<file path="src/rtl/serial_sub.sv">
// Bit-serial subtractor: a - b - bin, one bit per clock, LSB first.
// Results and flags update only on the final RUN edge.
module serial_sub #(
  parameter int WIDTH = 8
) (
  input  logic             clk,
  input  logic             rst_n,
  input  logic             start,
  input  logic [WIDTH-1:0] a,
  input  logic [WIDTH-1:0] b,
  input  logic             bin,
  output logic             busy,
  output logic             done,
  output logic [WIDTH-1:0] d,
  output logic             bout,
  output logic             ovf,
  output logic             zero
);

  typedef enum logic [1:0] {
    IDLE,
    RUN,
    DONE
  } state_t;

  localparam int CW = $clog2(WIDTH + 1);
  localparam logic [CW-1:0] LAST = CW'(WIDTH - 1);

  state_t           state;
  state_t           state_nx;
  logic [WIDTH-1:0] sa;
  logic [WIDTH-1:0] sb;
  logic [WIDTH-1:0] res;
  logic [WIDTH-1:0] res_nx;
  logic [CW-1:0]    cnt;
  logic             br;
  logic             a0;
  logic             b0;
  logic             dbit;
  logic             br_nx;
  logic             last;

  assign a0     = sa[0];
  assign b0     = sb[0];
  assign dbit   = a0 ^ b0 ^ br;
  assign br_nx  = (~a0 & b0) | (~(a0 ^ b0) & br);
  assign res_nx = {dbit, res[WIDTH-1:1]};
  assign last   = (state == RUN) && (cnt == LAST);

  assign busy = (state != IDLE);
  assign done = (state == DONE);

  always_ff @(posedge clk or negedge rst_n) begin
    if (!rst_n) begin
      state <= IDLE;
    end else begin
      state <= state_nx;
    end
  end

  always_comb begin
    state_nx = state;
    unique case (state)
      IDLE:    if (start) state_nx = RUN;
      RUN:     if (last) state_nx = DONE;
      DONE:    state_nx = IDLE;
      default: state_nx = IDLE;
    endcase
  end

  // On the last bit, sa[0]/sb[0] hold the operand MSBs and dbit is d's MSB.
  always_ff @(posedge clk or negedge rst_n) begin
    if (!rst_n) begin
      sa   <= '0;
      sb   <= '0;
      res  <= '0;
      br   <= 1'b0;
      cnt  <= '0;
      d    <= '0;
      bout <= 1'b0;
      ovf  <= 1'b0;
      zero <= 1'b0;
    end else if (state == IDLE) begin
      if (start) begin
        sa  <= a;
        sb  <= b;
        br  <= bin;
        res <= '0;
        cnt <= '0;
      end
    end else if (state == RUN) begin
      sa  <= {1'b0, sa[WIDTH-1:1]};
      sb  <= {1'b0, sb[WIDTH-1:1]};
      br  <= br_nx;
      res <= res_nx;
      cnt <= cnt + 1'b1;
      if (last) begin
        d    <= res_nx;
        bout <= br_nx;
        ovf  <= (a0 ^ b0) & (dbit ^ a0);
        zero <= (res_nx == '0);
      end
    end
  end

endmodule

</file>
<file path="config.mk">
export PLATFORM = sky130hd
export DESIGN_NAME = serial_sub
export DESIGN_NICKNAME = d
export VERILOG_FILES = /design/src/rtl/serial_sub.sv
export SDC_FILE = /design/constraint.sdc
export NUM_CORES = 1
export LEC_CHECK = 0
export ABC_AREA = 1
export BUFFER_PORTS_ARGS = -buffer_cell sky130_fd_sc_hd__buf_2
export CORE_ASPECT_RATIO = 2
export CORE_UTILIZATION = 30
export DETAILED_ROUTE_END_ITERATION = 16
export PLACE_DENSITY = 0.48
export SYNTH_ARGS = -nofsm -noshare
export SYNTH_HDL_FRONTEND = slang
export SYNTH_SLANG_ARGS = --single-unit
</file>
<file path="constraint.sdc">
create_clock -name clk -period 3.92 [get_ports clk]
set_clock_uncertainty 0.1 [all_clocks]
set_input_delay 0 -clock clk [delete_from_list [all_inputs] [get_ports clk]]
set_output_delay 0 -clock clk [all_outputs]
set_load 0.005 [all_outputs]
</file>
---- Word-level counts from Yosys, hierarchy flattened ----
Index checks and enable logic that the tools add are counted.
storage, ports and cells
  output and inout port bits .............. 13
  bits of input ports ..................... 20
  bits in registers ....................... 42
  word-level logic and storage cells ...... 52
cells by class
  multiplexer cells ....................... 18
  equal/unequal tests ..................... 5
  bitwise logic cells ..................... 10
  add/sub/neg operators ................... 1
  reduce and logical (&&, ||, !) cells .... 8
operators with widths
  operator                                        number
  two-way mux 8 bit                               9
  two-way mux 4 bit                               3
  logical NOT 8 bit                               1
  adder 4 x 1 -> 4 bit (second input constant)    1
  == test 4 x 3 -> 1 bit (second input constant)  1
  two-way mux 2 bit                               2
  != test 2 bit (second input constant)           2
  case mux 2 bit (2 select lines)                 1
  AND reduction 2 bit                             2
  nonzero test 2 bit                              2
  bitwise AND 1 bit                               3
  two-way mux 1 bit                               3
  inverter 1 bit                                  3
  AND reduction 3 bit                             1
  bitwise XOR 1 bit                               3
  == test 2 x 1 -> 1 bit (second input constant)  1
  == test 2 bit (second input constant)           1
  logical NOT 2 bit                               1
  logical AND 1 bit                               1
  OR 1 bit                                        1

---- Longest topological paths before layout ----
Gate-level depths: netlist (run 1).
  word-level depth ........................ 6
  gate-level depth with buffers ........... 8
  gate-level depth less buffers ........... 8

---- Least setup slack after synthesis (run 1) ----
No wires, ideal clock.
  path type ............................... reg-to-reg
  start ................................... reg sa[0]
  end ..................................... reg zero
  clock period less this slack ............ 1,528 ps
  buffers on the path ..................... 0
  library setup time ...................... 65 ps
  arrival ................................. 1,363 ps
  slack ................................... 2,392 ps
  required time ........................... 3,755 ps
  stages on the path, launching flop included .. 9
  cell sequence ........................... dfrtp_1 -> inv_1 -> fa_1 -> inv_1 -> nor2_1 -> nand2_1 -> nor2_1 -> nand2_1 -> nand2_1
between the ends
  word-level cells in the longest chain between the ends .. 3
RTL lines
  item                             RTL line  RTL
  start: declaration               31        logic [WIDTH-1:0] sa;
  start signal: assignment         92        sa <= {1'b0, sa[WIDTH-1:1]};
  bitwise XOR 1 bit (2 in series)  45        assign dbit = a0 ^ b0 ^ br;
  logical NOT 8 bit                101       zero <= (res_nx == '0);
  end signal: assignment           101
  end: declaration                 17        output logic zero
No other way between the ends.
A chain may end at the register's enable or synchronous reset.

---- Worst setup path in the final report (run 1) ----
  start ................................... reg state[0]
  end ..................................... reg sa[7]
between the ends
  word-level cells in the longest chain between the ends .. 3
  elaborated cells between the ends (all ways) .. 6
  classes of those cells .................. 2 x eq/ne; 1 x mux; 3 x reduce/logical
RTL lines
  item                                                           RTL line  RTL
  start: declaration                                             29        state_t state;
  start signal: assignment                                       57        state <= state_nx;
  == test 2 x 1 -> 1 bit or logical NOT 2 bit (tied branches)    91, 83
  nonzero test 2 bit (no line) or != test 2 bit (tied branches)  -
  AND reduction 2 bit (no line)                                  -
Parallel ways exist; a longest one is shown, timed or not.

==> results of run 1 <==
==> timing repair <==
| action | CTS | global route |
|---|---|---|
| hold buffers | 21 | 0 |
| hold endpoints to repair | 59 | 0 |
| endpoints found under the setup margin | 0 | 0 |
==> worst max-delay path, delay by kind of cell (launching register included) <==
kind	cells	cell delay [ns]
buf+inv	2	0.82
flops	1	0.42
simple gates	2	0.25
compound gates	1	0.07
==> flip-flops by register name, summed over array words and instances (netlist names) <==
signal / cells
br: 1
state: 2
cnt: 4
d: 8
res: 7
zero: 1
sa: 8
ovf: 1
sb: 8
bout: 1
==> power by group <==
| part | leakage (nW) | total, W | switching [W] | internal, W |
|---|---|---|---|---|
| clock network | 0.0800 | 0.000475 | 0.000173 | 0.000301 |
| registers | 0.522 | 0.000716 | 0.000106 | 0.000610 |
| logic | 0.698 | 0.000742 | 0.000457 | 0.000285 |
==> metrics by stage <==
stage | area, um2 | setup slack [ns] | hold slack, ns | cells | utilization [%]
after floorplan | 1932 | 2.392 | -0.3956 | 228 | -
after global placement | 2132 | 2.320 | 0.1075 | 337 | 34.07
after detailed placement | 2132 | 2.307 | 0.1072 | 337 | 34.07
after CTS | 2514 | 2.159 | 0.3401 | 366 | 40.16
after global routing | 2514 | 2.036 | 0.3895 | 366 | 40.16
final | 2514 | 2.180 | 0.3020 | 366 | 40.16
==> layout by cell type (no fill, tap or decap) <==
cell	n
nand2_1	95
nor2_2	2
nor2_1	9
nand2_4	3
dlygate4sd3_1	21
clkinv_4	1
nand3_1	19
nand2_2	1
inv_2	3
fa_1	1
o21ai_1	5
bufinv_16	1
o22ai_1	7
inv_1	15
a21oi_1	1
buf_2	32
buf_4	1
dfrtp_1	41
clkinvlp_4	1
o21ai_2	9
ha_1	2
o21ai_0	4
nand3b_1	1
clkbuf_16	5
==> cell families (layout without fill, tap and decap cells) <==
kind of cell	after synthesis	count (layout)	share of synthesized area, %
buffers and inverters	28	80	7.383
DFF	41	41	53.11
AOI/OAI and AO/OA	26	26	8.938
adders and majority gates	3	3	2.331
and+or+nand+nor	130	130	28.24
==> how the worst min path moves through the flow <==
stage	endpoint	cells after the start	startpoint
after floorplan	bout$_DFFE_PN0P_	0	rst_n
after global placement	cnt[0]$_DFFE_PN0P_	1	rst_n
after detailed placement	cnt[0]$_DFFE_PN0P_	1	rst_n
after CTS	cnt[0]$_DFFE_PN0P_	2	rst_n
after global routing	cnt[2]$_DFFE_PN0P_	2	rst_n
final	cnt[2]$_DFFE_PN0P_	2	rst_n
==> area by class of cell <==
cell class / count / area (um2)
Inverter: 18 / 67.56
Clock buffer: 5 / 125.1
Sequential cell: 41 / 1026
Multi-Input combinational cell: 159 / 763.2
Timing Repair Buffer: 54 / 377.9
Fill cell: 678 / 3745
Tap cell: 86 / 107.6
Clock inverter: 3 / 46.29
==> layer usage <==
layer / up-vias / routed length [um] / track usage (%)
li1: 820 / - / -
met1: 732 / 1768 / 15.27
met2: 31 / 2246 / 25.08
met3: 9 / 127 / 3.795
met4: 0 / 112 / 8.095
met5: - / 0 / 0
==> results_dict.tcl, run 1 <==
set metrics [dict create \
    timing.critical_path.cells "nor2_2, buf_4, nand3_1, dlygate4sd3_1, o21ai_0" \
    yosys.cell_count.top_type "nand2_1" \
    via_count 1592 \
    finalCriticalPeriod_ns 1.740 \
    setup-violations-final 0 \
    cts_tree "yes" \
    cts-htree-levels 2 \
    first_global_vias 1583 \
    route.antenna.remaining_nets 0 \
    grt_remaining_overflow 0 \
    post-layout-total-power_w 0.001933 \
    first_pass_grt_wire_length_um 7189 \
    finalCritPeriodShare_pct 44.40 \
    mappedNetlistNets 251 \
    insertion_delay_ns 0.29 \
    detailedRoute.firstPassIterationCount 6 \
    clkTransAtPathRegs_ns 0.06 \
    cts-root-buf "clkbuf_16" \
    drcViolationCount 0 \
    routed_wl_um 4255 \
    drt-wirelength-per-cell_um 11.63 \
    regToRegEndpoint "sa[7]$_DFFE_PN0P_" \
    antenna_cells 0 \
    critPathMaxStageDelay_ns 0.56 \
    crit_end "sa[7]$_DFFE_PN0P_" \
    post_route_cells_drive_above_1_share_pct 21.07 \
    yosysUniqueCellTypes 20 \
    worst_case_register_to_register_setup_slack_ns 2.18 \
    io_buffer_count 32 \
    area_growth_syn_to_layout_pct 30.12 \
    final_tns_setup_ns 0 \
    avgSynthCellArea_um2 8.473 \
    finish.net_count 302 \
    vias_per_cell 4.350 \
    critical_path.startpoint_type "flip-flop" \
    yosys-top-cells-area "dfrtp_1, nand2_1, nand3_1, o21ai_2, inv_1" \
    rsz0062_at_grt "no" \
    run_status "finished, final reports clean" \
    slowest_stage "dlygate4sd3_1" \
    postCtsResizedCells 0 \
    worst_ep_arrival_time_ns 1.84 \
    power_per_cell_area_mw_per_mm2 768.9 \
    vdd_ir_drop_max_mv 0.3285 \
    synth_warnings 0 \
    fp.dieW_um 58.74 \
    timing.critical_path.from "state[0]$_DFFE_PN0P_" \
    area_share_of_the_leading_cell_type_in_the_synthesized_netlist_pct 53.11 \
    setup.worst_path.end_class "flip-flop" \
    cp.required_ns 4.02 \
    post_cts.repair.setup_buffers 0 \
    fmax_mhz 574.6 \
    grt_antenna_before_repair 0 \
    postSynthCellCount 228 \
    core.rowCount 41 \
    drv_slew 0 \
    async_flop_share_pct 100.0 \
    critPathKind "reg2reg" \
    ios 33 \
    number_of_cts_inserted_buffers 5 \
    area_enclosed_by_the_die_boundary_mm2 0.006784 \
    detailed_place_hpwl_um 2749 \
    placer_congestion 0.7202 \
    power.leakage_nw 1.300 \
    maxCapViolCount 0 \
    number_of_enable_flip_flop_cells_after_synthesis 0 \
    core_mm2 0.006259 \
    maximum_number_of_pins_on_one_net_before_global_route_repair 42 \
    relSlewSlack_pct 36.38 \
    synth_largest_area_cell "dfrtp_1" \
    cts-root-to-sink-buffers 2 \
    synth-seq-cells 41 \
    die_height_um 115.5 \
    clock_sinks 41 \
    synth_common_cells "nand2_1, dfrtp_1, nand3_1" \
    track_usage_pct 14.41 \
    post_synth_instance_area_mm2 0.001932 \
    worstRegToRegCells 5 \
    initial_core_util_pct 30.87 \
    rr_startpoint "state[0]$_DFFE_PN0P_" \
    seq_area_frac_synth_pct 53.11 \
    timing_worst_slew_pin_value_ns 0.9542 \
    postSynth.topFlopCell "dfrtp_1" \
    worstPathMaxFanout 21 \
    drt_iter0_markers 87 \
    hp-class "in2async" \
    finalHoldViolations 0 \
]
No activity file was read; power rests on OpenSTA's default activity.
==> run 2: changes to the inputs <==
--- a/config.mk
+++ b/config.mk
@@ -10,7 +10,7 @@
 export CORE_ASPECT_RATIO = 2
 export CORE_UTILIZATION = 30
 export DETAILED_ROUTE_END_ITERATION = 16
-export PLACE_DENSITY = 0.48
+export PLACE_DENSITY = 0.5
 export SYNTH_ARGS = -nofsm -noshare
 export SYNTH_HDL_FRONTEND = slang
 export SYNTH_SLANG_ARGS = --single-unit
==> constraint.sdc (replaced) <==
create_clock -name clk -period 1.4 [get_ports clk]
set_clock_uncertainty 0.1 [all_clocks]
set_input_delay 0 -clock clk [delete_from_list [all_inputs] [get_ports clk]]
set_output_delay 0 -clock clk [all_outputs]
set_load 0.005 [all_outputs]
==> results_dict.tcl, run 2 (same netlist as run 1, synthesis figures left out) <==
set metrics [dict create \
    hp-class "in2async" \
    timing_worst_slew_pin_value_ns 0.3635 \
    die_height_um 115.5 \
    finalCriticalPeriod_ns 1.499 \
    area_growth_syn_to_layout_pct 42.03 \
    number_of_cts_inserted_buffers 5 \
    detailedRoute.firstPassIterationCount 4 \
    critPathKind "reg2reg" \
    routed_wl_um 4608 \
    clkTransAtPathRegs_ns 0.06 \
    via_count 1709 \
    initial_core_util_pct 30.87 \
    finish.net_count 321 \
    first_pass_grt_wire_length_um 7169 \
    finalHoldViolations 0 \
    cts_tree "yes" \
    worst_ep_arrival_time_ns 1.58 \
    maxCapViolCount 0 \
    cts-htree-levels 2 \
    critical_path.startpoint_type "flip-flop" \
    ios 33 \
    insertion_delay_ns 0.29 \
    layout.cells.most_common "nand2_1" \
    post-route-worst-setup-slack_ns -0.09865 \
    postLayoutCellArea_mm2 0.002744 \
    layout.core_utilization_pct 43.84 \
    drcViolationCount 0 \
    cp.required_ns 1.48 \
    final_tns_setup_ns -0.2497 \
    drv_slew 0 \
    maximum_number_of_pins_on_one_net_before_global_route_repair 23 \
    post_route_cells_drive_above_1_share_pct 28.76 \
    rr_startpoint "sa[0]$_DFFE_PN0P_" \
    cts-root-buf "clkbuf_16" \
    largestRegisters "d (8), sa (8), sb (8)" \
    power_per_cell_area_mw_per_mm2 2263 \
    vdd_ir_drop_max_mv 1.005 \
    antenna_cells 0 \
    setup.worst_path.end_class "flip-flop" \
    grt_antenna_before_repair 0 \
    drt-wirelength-per-cell_um 11.97 \
    rsz0062_at_grt "yes" \
    post-layout-total-power_w 0.006210 \
    route.antenna.remaining_nets 0 \
    setup-violations-final 4 \
    clock_sinks 41 \
    power.leakage_nw 1.424 \
    placer_congestion 0.7312 \
    timing.critical_path.from "sa[0]$_DFFE_PN0P_" \
    placed_area_mm2 0.002277 \
    fmax_mhz 667.3 \
    filler_cell_count 654 \
    area_enclosed_by_the_die_boundary_mm2 0.006784 \
    fp.dieW_um 58.74 \
    cts-root-to-sink-buffers 2 \
    run_status "finished with violations" \
    finalCritPeriodShare_pct 107.0 \
    vias_per_cell 4.439 \
    commonest_non_fill_non_tap_cells_in_the_layout "nand2_1, dfrtp_1, buf_2, nand3_1, dlygate4sd3_1" \
    grt_remaining_overflow 0 \
    violations "negative setup slack" \
    track_usage_pct 14.43 \
    worstPathMaxFanout 3 \
    core_mm2 0.006259 \
    detailed_place_hpwl_um 3119 \
    relSlewSlack_pct 75.76 \
    first_global_vias 1569 \
    core.rowCount 41 \
    drt_iter0_markers 31 \
    io_buffer_count 32 \
]
==> run 2: cell types whose count changed in the layout (fill, tap and decap cells not counted), moves of 2 or more <==
cell	before	now
buf_4	1	17
dlygate4sd3_1	21	19
nand2_1	95	93
inv_1	15	13
buf_12	0	2
inv_6	0	2
nor2_4	0	2
nand2_2	1	3
==> run 2: layout make-up <==
cell class	count	area [um2]	area share [%]
Timing Repair Buffer	71	529.3	19.29
Inverter	18	72.57	2.645
Sequential cell	41	1026	37.39
Multi-Input combinational cell	161	814.5	29.69
Tap cell	86	107.6	3.922
Clock buffer	5	125.1	4.560
Clock inverter	3	68.82	2.508
==> run 2: critical path, stage by stage (launching register included) <==
cell      delay (ns)
dfrtp_1         0.36
inv_2           0.05
fa_1            0.57
buf_4           0.13
nand2_1         0.05
nand3b_1        0.07
o21ai_1         0.05
==> run 2: path summary, 6_finish.rpt <==
check / end / slack [ns] / cells after the start
hold / removal: cnt[2]$_DFFE_PN0P_ / 0.05 / 2
max in group asynchronous: d[5]$_DFFE_PN0P_ / 0.67 / 3
min in group clk: zero$_DFFE_PN0P_ / 0.37 / 2
hold reg to reg: zero$_DFFE_PN0P_ / 0.37 / 2
setup / recovery: ovf$_DFFE_PN0P_ / -0.1 / 6
setup reg to reg: ovf$_DFFE_PN0P_ / -0.1 / 6
==> run 2: layer usage <==
metal / share of wire, % / track usage [%] / vias up / routed length [um]
met3: 2.8 / 3.460 / 5 / 127
met4: 2.5 / 7.143 / 0 / 114
met2: 57 / 26.29 / 26 / 2634
li1: - / - / 862 / -
met5: 0 / 0 / - / 0
met1: 38 / 14.84 / 816 / 1732
==> run 2: per-stage QoR <==
step | worst slack, ns | cells | hold WS [ns]
floorplan | -0.09064 | 228 | -0.3956
global placement | -0.06397 | 353 | -0.1643
detailed placement | -0.08662 | 353 | -0.1620
CTS | -0.09337 | 381 | 0.05663
global route | -0.2132 | 385 | 0.08908
finish | -0.09865 | 385 | 0.05064
==> run 2: what timing repair did <==
action / in CTS / in global routing
endpoints found under the setup margin: 4 / 13
pin swaps: 0 / 4
hold buffers: 19 / 0
buffers inserted: 1 / 2
hold endpoints to repair: 59 / 0
cloned: 0 / 2
resized for setup: 3 / 11
==> run 2: power by group <==
group,internal (W),switching [W],total [W]
sequential,0.00171,0.000292,0.00200
clock,0.00103,0.000503,0.00153
combinational,0.00120,0.00148,0.00268
total,0.00393,0.00228,0.00621
